## src/rtl/mem_access_unit_pkg.sv

```systemverilog
// Shared constants, FSM encodings and request-field layout for mem_access_unit.
package mem_access_pkg;

    // Access size encodings on req_mode / mem_mode
    localparam logic [1:0] MODE_BYTE = 2'b00;
    localparam logic [1:0] MODE_HALF = 2'b01;
    localparam logic [1:0] MODE_WORD = 2'b10;
    localparam logic [1:0] MODE_ILL  = 2'b11;

    // FSM state encodings
    localparam logic [1:0] ST_IDLE  = 2'b00;
    localparam logic [1:0] ST_READ  = 2'b01;
    localparam logic [1:0] ST_WRITE = 2'b10;
    localparam logic [1:0] ST_RESP  = 2'b11;

    // Request fields latched at accept (address kept separately, its width is a parameter)
    typedef struct packed {
        logic        we;
        logic [1:0]  mode;
        logic        sgn;
        logic [31:0] wdata;
    } req_fields_t;

    // Illegal mode or an address not aligned to the access size
    function automatic logic req_is_bad(input logic [1:0] mode, input logic [1:0] addr_lo);
        logic bad;
        case (mode)
            MODE_BYTE: bad = 1'b0;
            MODE_HALF: bad = addr_lo[0];
            MODE_WORD: bad = (addr_lo != 2'b00);
            default:   bad = 1'b1;
        endcase
        return bad;
    endfunction

endpackage

```

## src/rtl/mem_access_unit_if.sv

```systemverilog
// Request/response handshake plus word-wide data-memory port of mem_access_unit.
// slave: the unit itself. master: the pipeline stage and the memory it talks to.
interface mem_access_unit_if #(
    parameter int ADDR_WIDTH = 12
);
    // Pipeline request / response
    logic                  req_valid;
    logic                  req_ready;
    logic                  req_we;
    logic [1:0]            req_mode;
    logic                  req_signed;
    logic [ADDR_WIDTH-1:0] req_addr;
    logic [31:0]           req_wdata;
    logic                  resp_valid;
    logic [31:0]           resp_rdata;
    logic                  resp_err;

    // Data-memory port
    logic [ADDR_WIDTH-1:0] mem_addr;
    logic [31:0]           mem_wdata;
    logic [1:0]            mem_mode;
    logic                  mem_str;
    logic                  mem_sel;
    logic [31:0]           mem_rdata;

    modport slave (
        input  req_valid, req_we, req_mode, req_signed, req_addr, req_wdata, mem_rdata,
        output req_ready, resp_valid, resp_rdata, resp_err,
        output mem_addr, mem_wdata, mem_mode, mem_str, mem_sel
    );

    modport master (
        output req_valid, req_we, req_mode, req_signed, req_addr, req_wdata, mem_rdata,
        input  req_ready, resp_valid, resp_rdata, resp_err,
        input  mem_addr, mem_wdata, mem_mode, mem_str, mem_sel
    );

endinterface

```

## src/rtl/mem_access_unit_load_align.sv

```systemverilog
// Lane extraction with sign/zero extension for loads, and lane merge for sub-word stores.
module mem_load_align
    import mem_access_pkg::*;
(
    input  logic [31:0] rd_word,    // word read from memory (load path)
    input  logic [31:0] old_word,   // word captured for read-modify-write
    input  logic [31:0] st_data,    // right-aligned store data
    input  logic [1:0]  byte_off,
    input  logic [1:0]  mode,
    input  logic        is_signed,
    output logic [31:0] load_data,
    output logic [31:0] merged
);

    logic [7:0]  lane_b;
    logic [15:0] lane_h;

    // Pick the addressed byte/halfword lane and extend it to 32 bits
    always_comb begin
        lane_b = 8'h00;
        unique case (byte_off)
            2'd0: lane_b = rd_word[7:0];
            2'd1: lane_b = rd_word[15:8];
            2'd2: lane_b = rd_word[23:16];
            2'd3: lane_b = rd_word[31:24];
            default: lane_b = 8'h00;
        endcase
        lane_h = byte_off[1] ? rd_word[31:16] : rd_word[15:0];

        case (mode)
            MODE_BYTE: load_data = {{24{is_signed & lane_b[7]}}, lane_b};
            MODE_HALF: load_data = {{16{is_signed & lane_h[15]}}, lane_h};
            default:   load_data = rd_word;
        endcase
    end

    // Replace only the addressed lane; all other bytes keep their read values
    always_comb begin
        merged = old_word;
        case (mode)
            MODE_BYTE: begin
                unique case (byte_off)
                    2'd0: merged[7:0]   = st_data[7:0];
                    2'd1: merged[15:8]  = st_data[7:0];
                    2'd2: merged[23:16] = st_data[7:0];
                    2'd3: merged[31:24] = st_data[7:0];
                    default: merged = old_word;
                endcase
            end
            MODE_HALF: begin
                if (byte_off[1]) begin
                    merged[31:16] = st_data[15:0];
                end else begin
                    merged[15:0] = st_data[15:0];
                end
            end
            default: merged = st_data;
        endcase
    end

endmodule

```

## src/rtl/mem_access_unit.sv

```systemverilog
// Initiator side of the data-memory port: one outstanding load/store at a time,
// word-mode memory cycles only, sub-word stores done as read-modify-write.
module mem_access_unit
    import mem_access_pkg::*;
#(
    parameter int ADDR_WIDTH = 12
) (
    input logic                clk,
    input logic                clr,
    mem_access_unit_if.slave   bus
);

    logic [1:0]            state_q, state_d;
    logic [ADDR_WIDTH-1:0] addr_q;
    req_fields_t           fld_q;
    logic [31:0]           rword_q;
    logic [31:0]           resp_rdata_q;
    logic                  resp_err_q;

    logic                  accept;
    logic                  bad_req;
    logic [31:0]           load_data;
    logic [31:0]           merged;
    logic [ADDR_WIDTH-1:0] word_addr;

    assign accept    = bus.req_valid && (state_q == ST_IDLE);
    assign bad_req   = req_is_bad(bus.req_mode, bus.req_addr[1:0]);
    assign word_addr = {addr_q[ADDR_WIDTH-1:2], 2'b00};

    mem_load_align u_align (
        .rd_word   (bus.mem_rdata),
        .old_word  (rword_q),
        .st_data   (fld_q.wdata),
        .byte_off  (addr_q[1:0]),
        .mode      (fld_q.mode),
        .is_signed (fld_q.sgn),
        .load_data (load_data),
        .merged    (merged)
    );

    // Next-state: errors skip the memory; word stores skip the read
    always_comb begin
        state_d = state_q;
        unique case (state_q)
            ST_IDLE: begin
                if (accept) begin
                    if (bad_req) begin
                        state_d = ST_RESP;
                    end else if (bus.req_we && (bus.req_mode == MODE_WORD)) begin
                        state_d = ST_WRITE;
                    end else begin
                        state_d = ST_READ;
                    end
                end
            end
            ST_READ:  state_d = fld_q.we ? ST_WRITE : ST_RESP;
            ST_WRITE: state_d = ST_RESP;
            ST_RESP:  state_d = ST_IDLE;
            default:  state_d = ST_IDLE;
        endcase
    end

    // State register; clr aborts any in-flight access immediately
    always_ff @(posedge clk or posedge clr) begin
        if (clr) begin
            state_q <= ST_IDLE;
        end else begin
            state_q <= state_d;
        end
    end

    // Latch request fields at accept, and the old word during the RMW read
    always_ff @(posedge clk or posedge clr) begin
        if (clr) begin
            addr_q  <= '0;
            fld_q   <= '0;
            rword_q <= '0;
        end else begin
            if (accept) begin
                addr_q <= bus.req_addr;
                fld_q  <= '{we: bus.req_we, mode: bus.req_mode, sgn: bus.req_signed,
                           wdata: bus.req_wdata};
            end
            if ((state_q == ST_READ) && fld_q.we) begin
                rword_q <= bus.mem_rdata;
            end
        end
    end

    // Response data/error, updated only on the transition into RESP and held after
    always_ff @(posedge clk or posedge clr) begin
        if (clr) begin
            resp_rdata_q <= '0;
            resp_err_q   <= 1'b0;
        end else begin
            if (accept && bad_req) begin
                resp_rdata_q <= '0;
                resp_err_q   <= 1'b1;
            end else if ((state_q == ST_READ) && !fld_q.we) begin
                resp_rdata_q <= load_data;
                resp_err_q   <= 1'b0;
            end else if (state_q == ST_WRITE) begin
                resp_rdata_q <= '0;
                resp_err_q   <= 1'b0;
            end
        end
    end

    // Memory port is a pure decode of state and latched fields
    always_comb begin
        bus.mem_sel   = 1'b0;
        bus.mem_str   = 1'b0;
        bus.mem_addr  = '0;
        bus.mem_wdata = '0;
        case (state_q)
            ST_READ: begin
                bus.mem_sel  = 1'b1;
                bus.mem_addr = word_addr;
            end
            ST_WRITE: begin
                bus.mem_sel   = 1'b1;
                bus.mem_str   = 1'b1;
                bus.mem_addr  = word_addr;
                bus.mem_wdata = (fld_q.mode == MODE_WORD) ? fld_q.wdata : merged;
            end
            default: begin
                bus.mem_sel = 1'b0;
            end
        endcase
    end

    assign bus.mem_mode   = MODE_WORD;
    assign bus.req_ready  = (state_q == ST_IDLE);
    assign bus.resp_valid = (state_q == ST_RESP);
    assign bus.resp_rdata = resp_rdata_q;
    assign bus.resp_err   = resp_err_q;

endmodule

```

## src/flat_wrapper.sv

```systemverilog
// flat-port wrapper written by rule: the top's interface ports become plain ports
module mem_access_unit_flat import mem_access_pkg::*;
#(
    parameter int ADDR_WIDTH = 12
)
  (clk, clr, bus_req_valid, bus_req_we, bus_req_mode, bus_req_signed, bus_req_addr, bus_req_wdata, bus_mem_rdata, bus_req_ready, bus_resp_valid, bus_resp_rdata, bus_resp_err, bus_mem_addr, bus_mem_wdata, bus_mem_mode, bus_mem_str, bus_mem_sel);
  mem_access_unit_if #(.ADDR_WIDTH(ADDR_WIDTH)) bus_i ();
  input logic clk;
  input logic clr;
  input wire logic [$bits(bus_i.req_valid)-1:0] bus_req_valid;
  input wire logic [$bits(bus_i.req_we)-1:0] bus_req_we;
  input wire logic [$bits(bus_i.req_mode)-1:0] bus_req_mode;
  input wire logic [$bits(bus_i.req_signed)-1:0] bus_req_signed;
  input wire logic [$bits(bus_i.req_addr)-1:0] bus_req_addr;
  input wire logic [$bits(bus_i.req_wdata)-1:0] bus_req_wdata;
  input wire logic [$bits(bus_i.mem_rdata)-1:0] bus_mem_rdata;
  output wire logic [$bits(bus_i.req_ready)-1:0] bus_req_ready;
  output wire logic [$bits(bus_i.resp_valid)-1:0] bus_resp_valid;
  output wire logic [$bits(bus_i.resp_rdata)-1:0] bus_resp_rdata;
  output wire logic [$bits(bus_i.resp_err)-1:0] bus_resp_err;
  output wire logic [$bits(bus_i.mem_addr)-1:0] bus_mem_addr;
  output wire logic [$bits(bus_i.mem_wdata)-1:0] bus_mem_wdata;
  output wire logic [$bits(bus_i.mem_mode)-1:0] bus_mem_mode;
  output wire logic [$bits(bus_i.mem_str)-1:0] bus_mem_str;
  output wire logic [$bits(bus_i.mem_sel)-1:0] bus_mem_sel;
  assign bus_i.req_valid = bus_req_valid;
  assign bus_i.req_we = bus_req_we;
  assign bus_i.req_mode = bus_req_mode;
  assign bus_i.req_signed = bus_req_signed;
  assign bus_i.req_addr = bus_req_addr;
  assign bus_i.req_wdata = bus_req_wdata;
  assign bus_i.mem_rdata = bus_mem_rdata;
  assign bus_req_ready = bus_i.req_ready;
  assign bus_resp_valid = bus_i.resp_valid;
  assign bus_resp_rdata = bus_i.resp_rdata;
  assign bus_resp_err = bus_i.resp_err;
  assign bus_mem_addr = bus_i.mem_addr;
  assign bus_mem_wdata = bus_i.mem_wdata;
  assign bus_mem_mode = bus_i.mem_mode;
  assign bus_mem_str = bus_i.mem_str;
  assign bus_mem_sel = bus_i.mem_sel;
  mem_access_unit #(.ADDR_WIDTH(ADDR_WIDTH)) u_core (.clk(clk), .clr(clr), .bus(bus_i));
endmodule
```

## config.mk

```make
export PLATFORM = sky130hd
export DESIGN_NAME = mem_access_unit_flat
export DESIGN_NICKNAME = d
export VERILOG_FILES = /design/src/rtl/mem_access_unit_pkg.sv /design/src/rtl/mem_access_unit_if.sv /design/src/rtl/mem_access_unit_load_align.sv /design/src/rtl/mem_access_unit.sv /design/src/flat_wrapper.sv
export SDC_FILE = /design/constraint.sdc
export NUM_CORES = 1
export LEC_CHECK = 0
export CAP_MARGIN = 30
export CORE_ASPECT_RATIO = 0.6
export CORE_UTILIZATION = 46
export CTS_CLUSTER_DIAMETER = 150
export CTS_CLUSTER_SIZE = 12
export DETAILED_ROUTE_END_ITERATION = 7
export PLACE_DENSITY = 0.82
export SYNTH_ARGS = -nofsm -noshare
export SYNTH_HDL_FRONTEND = slang
export SYNTH_HIERARCHICAL = 1
export SYNTH_SLANG_ARGS = --single-unit
```

## constraint.sdc

```tcl
create_clock -name clk -period 3.7 [get_ports clk]
set_input_delay 0.555 -clock clk [delete_from_list [all_inputs] [get_ports clk]]
set_output_delay 0.555 -clock clk [all_outputs]
set_load 0.1 [all_outputs]
```

==> metrics.cfg, run 1 <==
[outcome]
status = finished, final reports clean

[clock_network]
cts_inserted_buffers = 17
holdBufCountCts = 0
cts_tree = built
cts_max_level = 4
clock_path_buffers = 2
cts_root_buf = clkbuf_16
post_cts_resized = 0
insertion_delay_ns = 0.41
cts.sinks = 115
clkTransAtPathRegs_ns = 0.05
cts_setup_buffers = 0

[timing]
setup_viol = 0
fin_crit_sh_pct = 87.8
rsz0062_at_grt = no
whs_ns = 0.501
worst_clock_skew_ns = 0.00821
maxSlewViolCount = 0
hold_violations = 0
max_freq_mhz = 308
final.setup.worst_slack_ns = 0.452
tightest_slew_ns = 0.995
fin_crit_ns = 3.25
maxSlewHeadroom_pct = 33.5

[min_path]
min_path_cells = 1
min_from = u_core/addr_q[9]$_DFFE_PP0N_
hold_end = u_core/addr_q[9]$_DFFE_PP0N_
hold_path.class = register to register

[detailed_routing]
drt-vias-per-instance = 5.93
drt-pass1-iter-count = 5
drt_iter0_drc = 722
ant_nets = 0
post_drt_wl_per_cell_um = 20.6
drc = 0
drt-total-wl_um = 21700
num_vias = 6237

[layout]
instances_no_fill = 1051
drive_above_1_share_pct = 30.6
areaGrowthSynthToFinish_pct = 38.5
nNetsFinal = 927

[synthesis]
seq_area_frac_synth_pct = 40.7
synth.ff_latch_count = 115
synth_async_sr_flop_share_pct = 100
synth-compound-area-share_pct = 18.7
synth_ff_type = dfrtp_1
synthMuxAreaShare_pct = 16.8
synth_fa_ha_area_share_pct = 0.884
avgSynthCellArea_um2 = 10.1
synth_area_leaders = dfrtp_1, mux2_2, nand2_1
synth_top_family_by_area = compound AO/OA/AOI/OAI gates
synth-xor-area-share_pct = 0
netlist.area_leader.share_pct = 40.7
yosysWarnings = 6
synthCells = 701
synth_cell_types = 52
synthSimpleGateAreaFrac_pct = 17.1
synth_edf_count = 0
synth_largest_area_cell = dfrtp_1
mappedNetlistArea_mm2 = 0.00707

[job]
maxCapViolCount = 0

[floorplanning]
die_y_um = 98.1
coreArea_mm2 = 0.0148
io_pins = 166
row_count = 34
die-area_mm2 = 0.0159
die_x_um = 162
start_util_pct = 47.9

[critical_path]
start_kind = register
cp.required_ns = 3.14
r2r_end = u_core/bus.resp_rdata[14]$_DFFE_PP0P_
worstRegToRegCells = 5
critPathKind = register to primary output
path_max_fanout = 15
crit_path_start = u_core/addr_q[0]$_DFFE_PP0N_
worstPathArrival_ns = 2.69
cp-end-kind = primary output
r2r_start = u_core/addr_q[0]$_DFFE_PP0N_
r2r_setup_slack_ns = 1.33

[placed_design]
io_buffers = 161
dp_hpwl_um = 15200
gp_congestion = 0.929
pre_cts_ws_ns = 0.943
placed_cells = 1017

[global_routing]
antenna_found_initial = 0
grt_use_total_pct = 28.2
grt_max_degree = 47
grt_pass1_vias = 6115
gr-total-overflow = 0
grt_first_pass_wirelength_um = 34100

[critical path, stage by stage, from the launching register on]
cell	delay (ns)
dfrtp_1	0.74
nor4b_2	0.61
and2_1	0.22
a221o_1	0.11
nand2_1	0.06
a21boi_1	0.32
buf_12	0.22
[stage by stage]
| stage | area (um2) | utilization (%) | setup TNS (ns) |
|---|---|---|---|
| final | 9800 | 66.4 | 0 |
| after global routing | 9800 | 66.4 | 0 |
| after CTS | 9770 | 66.2 | 0 |
| after detailed placement | 9130 | 61.9 | 0 |
| after global placement | 9130 | 61.9 | 0 |
| after floorplan | 7190 | - | -1.54 |
[metal layers]
metal / vias to the layer above / routed length, um / GRT usage (%) / share of wire (%)
met3: 33 / 2270 / 9.18 / 10
met4: 0 / 261 / 7.84 / 1.2
li1: 2794 / - / - / -
met2: 354 / 9120 / 38.9 / 42
met1: 3056 / 10000 / 41.9 / 46
met5: - / 0 / 0 / 0
[state kept, by name, summed over array words and instances, names as in the netlist]
| signal | cells |
|---|---|
| u_core/fld_q | 36 |
| u_core/bus.resp_rdata | 32 |
| u_core/rword_q | 32 |
| u_core/addr_q | 12 |
| u_core/state_q | 2 |
| u_core/bus.resp_err | 1 |
[cells in the final DEF (no fill, tap or decap), types with 5 or more instances in the layout]
| cell type | netlist | final |
|---|---|---|
| nor2_1 | 19 | 19 |
| a21oi_2 | 11 | 11 |
| a2bb2oi_1 | 16 | 16 |
| dfrtp_1 | 115 | 115 |
| a22oi_1 | 8 | 8 |
| a211o_1 | 8 | 8 |
| a21oi_1 | 39 | 39 |
| buf_12 | 0 | 32 |
| nor3_1 | 7 | 7 |
| clkdlybuf4s50_1 | 0 | 116 |
| and2_1 | 18 | 18 |
| a21bo_2 | 8 | 8 |
| and3_1 | 8 | 8 |
| nand3_1 | 17 | 17 |
| a21boi_2 | 0 | 29 |
| nor4_1 | 10 | 10 |
| o22a_1 | 9 | 9 |
| nand2_1 | 107 | 107 |
| mux4_2 | 7 | 7 |
| mux2_2 | 88 | 88 |
| a31oi_1 | 8 | 8 |
| buf_4 | 8 | 35 |
| ha_1 | 5 | 5 |
| nand3b_1 | 32 | 32 |
| clkbuf_16 | 0 | 17 |
| nand2b_1 | 13 | 13 |
| inv_1 | 7 | 6 |
| a221o_1 | 8 | 8 |
[cell families (layout without fill, tap and decap cells)]
kind of cell             Yosys count  count (layout)
AND/OR/NAND/NOR                  240             240
flip-flops                       115             115
adder cells (fa/ha/maj)            5               5
multiplexers                      98              98
AO/OA/AOI/OAI                    166             166
buffers and inverters             75             224
other                              2               5
[cells in the mapped netlist (4+ instances only)]
cell	number
nor4_1	10
a221o_1	8
and3_1	8
inv_1	7
nand3b_1	32
ha_1	5
nor3_1	7
nor2_1	19
mux2_2	88
and2_1	18
a21boi_0	29
dfrtp_1	115
o221ai_2	4
a21bo_2	8
clkbuf_1	20
a2bb2oi_1	16
a21oi_2	11
nand2_1	107
a211o_1	8
a21oi_1	39
buf_4	8
buf_6	6
o221ai_1	4
buf_2	32
mux4_2	7
o22a_1	9
nand3_1	17
a22oi_1	8
nand2b_1	13
a31oi_1	8
[worst max-delay path by stage]
stage                        end  slack, ns  cells past startpoint
6_report       bus_mem_wdata[10]       0.45                      6
5_1_grt        bus_mem_wdata[31]       0.33                      7
4_1_cts         bus_mem_wdata[0]       0.49                      7
3_5_place_dp    bus_mem_wdata[0]       0.94                      7
3_3_place_gp    bus_mem_wdata[0]       1.00                      7
2_1_floorplan   bus_mem_wdata[0]      -0.68                      4
[cell type report]
cell class	instances	area, um2
timing repair buffer	184	2090
sequential	115	2880
fill	1142	4960
inverter	8	32.5
clock inverter	9	150
clock buffer	23	488
multi-input combinational	513	3910
tap	198	248
antenna	1	2.50
Power of run 1 is left out: the tool's default activity adds up to more than one toggle a clock period on the data nets, which glitch-free logic cannot reach.
==> inputs of run 2 (changes only) <==
--- a/config.mk
+++ b/config.mk
@@ -11,7 +11,9 @@
 export CTS_CLUSTER_DIAMETER = 150
 export CTS_CLUSTER_SIZE = 12
 export DETAILED_ROUTE_END_ITERATION = 7
+export MAX_ROUTING_LAYER = met4
 export PLACE_DENSITY = 0.82
+export SKIP_LAST_GASP = 1
 export SYNTH_ARGS = -nofsm -noshare
 export SYNTH_HDL_FRONTEND = slang
 export SYNTH_HIERARCHICAL = 1
==> run 2 against run 1 <==
Global-route usage grew 0.93 points. Worst hold slack is essentially flat. Critical path type unchanged. Wire length shrank 0.18%. Utilization unchanged. Register-to-register slack gained 0.03 ns. Worst setup slack improved by 0.024 ns. Sequential share of layout area stayed put. Fmax rose by 0.74%. Sequential cell count unchanged.
==> metrics.cfg, run 2 (synthesis results as in run 1) <==
[clock_network]
cts.sinks = 115
clock_path_buffers = 2
holdBufCountCts = 0
cts_inserted_buffers = 17
post_cts_resized = 0
cts_tree = built
cts_max_level = 4
cts_root_buf = clkbuf_16
cts_setup_buffers = 0
clkTransAtPathRegs_ns = 0.05
insertion_delay_ns = 0.41

[timing]
fin_crit_ns = 3.22
fin_crit_sh_pct = 87.1
hold_violations = 0
final.setup.worst_slack_ns = 0.476
worst_clock_skew_ns = 0.0156
rsz0062_at_grt = no
max_freq_mhz = 310
fin_setup_tns_ns = 0
tightest_slew_ns = 0.988
maxSlewHeadroom_pct = 33.9
setup_viol = 0
maxSlewViolCount = 0

[layout]
stdcell_area_mm2 = 0.00980
mostFrequentLayoutCells = clkdlybuf4s50_1, dfrtp_1, nand2_1, mux2_2, a21oi_1
largest_reg_flops = 36
drive_above_1_share_pct = 30.6
final_common_cell = clkdlybuf4s50_1
regMostFlops = u_core/fld_q
areaGrowthSynthToFinish_pct = 38.5
nNetsFinal = 927
final_util_pct = 66.4

[critical_path]
critPathSlowestCell = dfrtp_1
max_stage_delay_ns = 0.52
worstPathArrival_ns = 2.67
r2r_setup_slack_ns = 1.36
crit_top_cell = nand2_1
path_max_fanout = 21
cp_cell_sequence = buf_4 -> nand2b_1 -> nand2_1 -> a221o_1 -> nand2_1 -> a21boi_1 -> buf_12
cpLargestDelayFamily = simple AND/OR/NAND/NOR gates
crit_cells = 7
worstRegToRegCells = 5
cp.required_ns = 3.14
path_buf_inv = 2
cp-end-kind = primary output
start_kind = register
critPathKind = register to primary output

[detailed_routing]
ant_nets = 0
drc = 0
drt-pass1-iter-count = 6
drt_iter0_drc = 676
drt-total-wl_um = 21600
post_drt_wl_per_cell_um = 20.6
num_vias = 6231
drt-vias-per-instance = 5.93

[outcome]
status = finished, final reports clean

[placed_design]
pre_cts_ws_ns = 0.943
io_buffers = 161
gp_congestion = 0.945
dp_hpwl_um = 15200
placed_area_mm2 = 0.00913

[global_routing]
antenna_found_initial = 0
grt_pass1_vias = 6106
grt_first_pass_wirelength_um = 34100
grt_max_degree = 47
grt_use_total_pct = 29.2
gr-total-overflow = 0

[floorplanning]
row_count = 34
coreArea_mm2 = 0.0148
die_y_um = 98.1
die-area_mm2 = 0.0159
io_pins = 166
start_util_pct = 47.9
die_x_um = 162

[job]
maxCapViolCount = 0

[min_path]
hold_path.class = register to register
min_path_cells = 1

==> run 2: cell counts in the layout (fill, tap and decap cells not counted) <==
Identical to the previous run, type by type.
==> run 2: final timing paths <==
path,startpoint,endpoint
max,u_core/fld_q[33]$_DFFE_PP0N_,bus_mem_wdata[10]
min,u_core/addr_q[5]$_DFFE_PP0N_,u_core/addr_q[5]$_DFFE_PP0N_
max reg2reg,u_core/addr_q[0]$_DFFE_PP0N_,u_core/bus.resp_rdata[14]$_DFFE_PP0P_
min reg2reg,u_core/addr_q[5]$_DFFE_PP0N_,u_core/addr_q[5]$_DFFE_PP0N_
max in group asynchronous,clr,u_core/rword_q[4]$_DFFE_PP0P_
min in group asynchronous,clr,u_core/state_q[0]$_DFFE_PP0P_
==> run 2: layout make-up <==
type	count	area, um2
Fill cell	1142	4960
Multi-Input combinational cell	513	3910
Sequential cell	115	2880
Timing Repair Buffer	184	2090
Clock buffer	23	488
Tap cell	198	248
Clock inverter	9	150
Inverter	8	32.5
Antenna cell	1	2.50
==> run 2: through the flow <==
stage | hold WS (ns) | cells
after floorplan | 0.469 | 703
after global placement | 0.464 | 1017
after global routing | 0.513 | 1050
after CTS | 0.503 | 1049
final | 0.502 | 1051
after detailed placement | 0.483 | 1017
==> run 2: worst reg2reg max path: stages, from the launching register on <==
cell	delay, ns
dfrtp_1	0.73
mux2_2	0.44
a32oi_4	0.67
o221ai_1	0.21
nand2_1	0.12
a21oi_2	0.05
==> run 2: per-layer routing <==
layer  vias to the layer above  GRT usage [%]  share of wire (%)
met3                        30           8.41                 12
li1                       2794              -                  -
met4                         0           7.84                1.0
met5                         -              -                  0
met1                      3013           42.4                 45
met2                       394           39.0                 42
Power of run 2 is left out for the same reason.
==> inputs of run 3 (changes only) <==
--- a/config.mk
+++ b/config.mk
@@ -7,12 +7,12 @@
 export LEC_CHECK = 0
 export CAP_MARGIN = 30
 export CORE_ASPECT_RATIO = 0.6
-export CORE_UTILIZATION = 46
+export CORE_UTILIZATION = 40
 export CTS_CLUSTER_DIAMETER = 150
 export CTS_CLUSTER_SIZE = 12
 export DETAILED_ROUTE_END_ITERATION = 7
 export MAX_ROUTING_LAYER = met4
-export PLACE_DENSITY = 0.82
+export PLACE_DENSITY = 0.73
 export SKIP_LAST_GASP = 1
 export SYNTH_ARGS = -nofsm -noshare
 export SYNTH_HDL_FRONTEND = slang
==> run 3 against run 2 <==
Clock-buffer cell count decreased by 4. Worst hold slack got worse by 0.014 ns. Sequential cell count unchanged. Die area increased by 15%. Utilization decreased by 9.5 points. Fmax increased by 0.83%.
==> metrics.cfg, run 3 (synthesis results as in run 1) <==
[outcome]
status = finished, final reports clean

[floorplanning]
start_util_pct = 41.1
io_pins = 166
row_count = 37
die_x_um = 174
die-area_mm2 = 0.0182
die_y_um = 105
coreArea_mm2 = 0.0172

[placed_design]
io_buffers = 161
dp_hpwl_um = 15900
gp_congestion = 0.927
pre_cts_ws_ns = 0.990
placed_area_mm2 = 0.00918

[global_routing]
grt_use_total_pct = 25.7
grt_max_degree = 63
gr-total-overflow = 0
grt_pass1_vias = 5987
grt_first_pass_wirelength_um = 34700
antenna_found_initial = 1

[clock_network]
cts_tree = built
cts_inserted_buffers = 17
cts_root_buf = clkbuf_16
holdBufCountCts = 0
cts_setup_buffers = 0
post_cts_resized = 0
clkTransAtPathRegs_ns = 0.06
cts.sinks = 115
cts_max_level = 4
insertion_delay_ns = 0.41
clock_path_buffers = 2

[critical_path]
max_stage_delay_ns = 0.53
cp-end-kind = primary output
critPathKind = register to primary output
worstPathArrival_ns = 2.64
critPathSlowestCell = dfrtp_1
r2r_setup_slack_ns = 1.38
cp_cell_sequence = buf_4 -> nand2b_1 -> nand2_1 -> a221o_1 -> nand2_1 -> a21boi_1 -> buf_12
start_kind = register
r2r_end = u_core/bus.resp_rdata[9]$_DFFE_PP0P_
crit_top_cell = nand2_1
r2r_start = u_core/addr_q[1]$_DFFE_PP0N_
worstRegToRegCells = 7
path_max_fanout = 21
cp.required_ns = 3.14

[min_path]
hold_end = u_core/bus.resp_err$_DFFE_PP0P_
min_from = u_core/bus.resp_err$_DFFE_PP0P_
hold_path.class = register to register
min_path_cells = 1

[detailed_routing]
num_vias = 6042
drt-total-wl_um = 22200
drc = 0
post_drt_wl_per_cell_um = 20.5
drt-vias-per-instance = 5.57
drt-pass1-iter-count = 5
ant_nets = 0
drt_iter0_drc = 664

[timing]
worst_clock_skew_ns = 0.00805
maxSlewViolCount = 0
setup_viol = 0
fin_setup_tns_ns = 0
fin_crit_sh_pct = 86.4
rsz0062_at_grt = no
maxSlewHeadroom_pct = 32.2
tightest_slew_ns = 1.01
max_freq_mhz = 313
fin_crit_ns = 3.20
hold_violations = 0
final.setup.worst_slack_ns = 0.502

[layout]
final_util_pct = 56.9
nNetsFinal = 925
stdcell_area_mm2 = 0.00979
drive_above_1_share_pct = 30.7
mostFrequentLayoutCells = clkdlybuf4s50_1, dfrtp_1, nand2_1, mux2_2, a21oi_1
largest_reg_flops = 36
areaGrowthSynthToFinish_pct = 38.5
final_common_cell = clkdlybuf4s50_1
regMostFlops = u_core/fld_q
multiInputGateArea_mm2 = 0.00391
seqCellArea_mm2 = 0.00288
n_fill_cell = 1502

[job]
maxCapViolCount = 0

## run 3: cell types whose count changed in the layout (fill, tap and decap cells not counted)
cell,previous run,this run
buf_12,32,33
buf_16,1,0
buf_4,35,33
bufinv_16,4,3
clkbuf_1,2,0
clkbuf_8,4,2
clkinv_2,3,4
clkinv_4,0,1
clkinvlp_4,2,4
inv_6,0,1
## run 3: critical path: cells and delay by family (launching register included)
family | cells | cell delay (ns)
AND/OR/NAND/NOR | 3 | 0.68
AO/OA/AOI/OAI | 2 | 0.51
buffers and inverters | 2 | 0.52
flip-flops | 1 | 0.53
## run 3: cell type report
cell class / instances / area share (%)
multi-input cells: 513 / 39.9
flip-flops and latches: 115 / 29.4
repair buffers: 182 / 21.1
clock buffers: 19 / 4.62
well taps: 234 / 2.99
clock inverters: 13 / 1.61
inverters: 8 / 0.332
diodes: 1 / 0.0255
## run 3: per-stage QoR
| step | std cells | hold slack [ns] |
|---|---|---|
| after floorplan | 703 | 0.469 |
| after global placement | 1052 | 0.475 |
| after detailed placement | 1052 | 0.486 |
| after CTS | 1084 | 0.495 |
| after global routing | 1085 | 0.516 |
| final | 1085 | 0.488 |
## run 3: per-layer routing
| metal | vias to the layer above | wire length, um | global-route usage (%) |
|---|---|---|---|
| met1 | 2941 | 11000 | 38.6 |
| met2 | 293 | 9010 | 32.8 |
| met5 | - | 0 | - |
| met3 | 19 | 2080 | 8.22 |
| li1 | 2789 | - | - |
| met4 | 0 | 171 | 5.51 |
## run 3: worst max-delay path by stage
stage / slack, ns / cells after the start / endpoint / from
3_3_place_gp: 0.99 / 7 / bus_mem_wdata[10] / u_core/fld_q[34]$_DFFE_PP0N_
2_1_floorplan: -0.68 / 4 / bus_mem_wdata[0] / u_core/state_q[0]$_DFFE_PP0P_
6_report: 0.50 / 7 / bus_mem_wdata[10] / u_core/fld_q[33]$_DFFE_PP0N_
5_1_grt: 0.29 / 7 / bus_mem_wdata[10] / u_core/fld_q[33]$_DFFE_PP0N_
4_1_cts: 0.54 / 7 / bus_mem_wdata[10] / u_core/fld_q[34]$_DFFE_PP0N_
3_5_place_dp: 0.99 / 7 / bus_mem_wdata[10] / u_core/fld_q[34]$_DFFE_PP0N_
Power of run 3 is left out for the same reason.
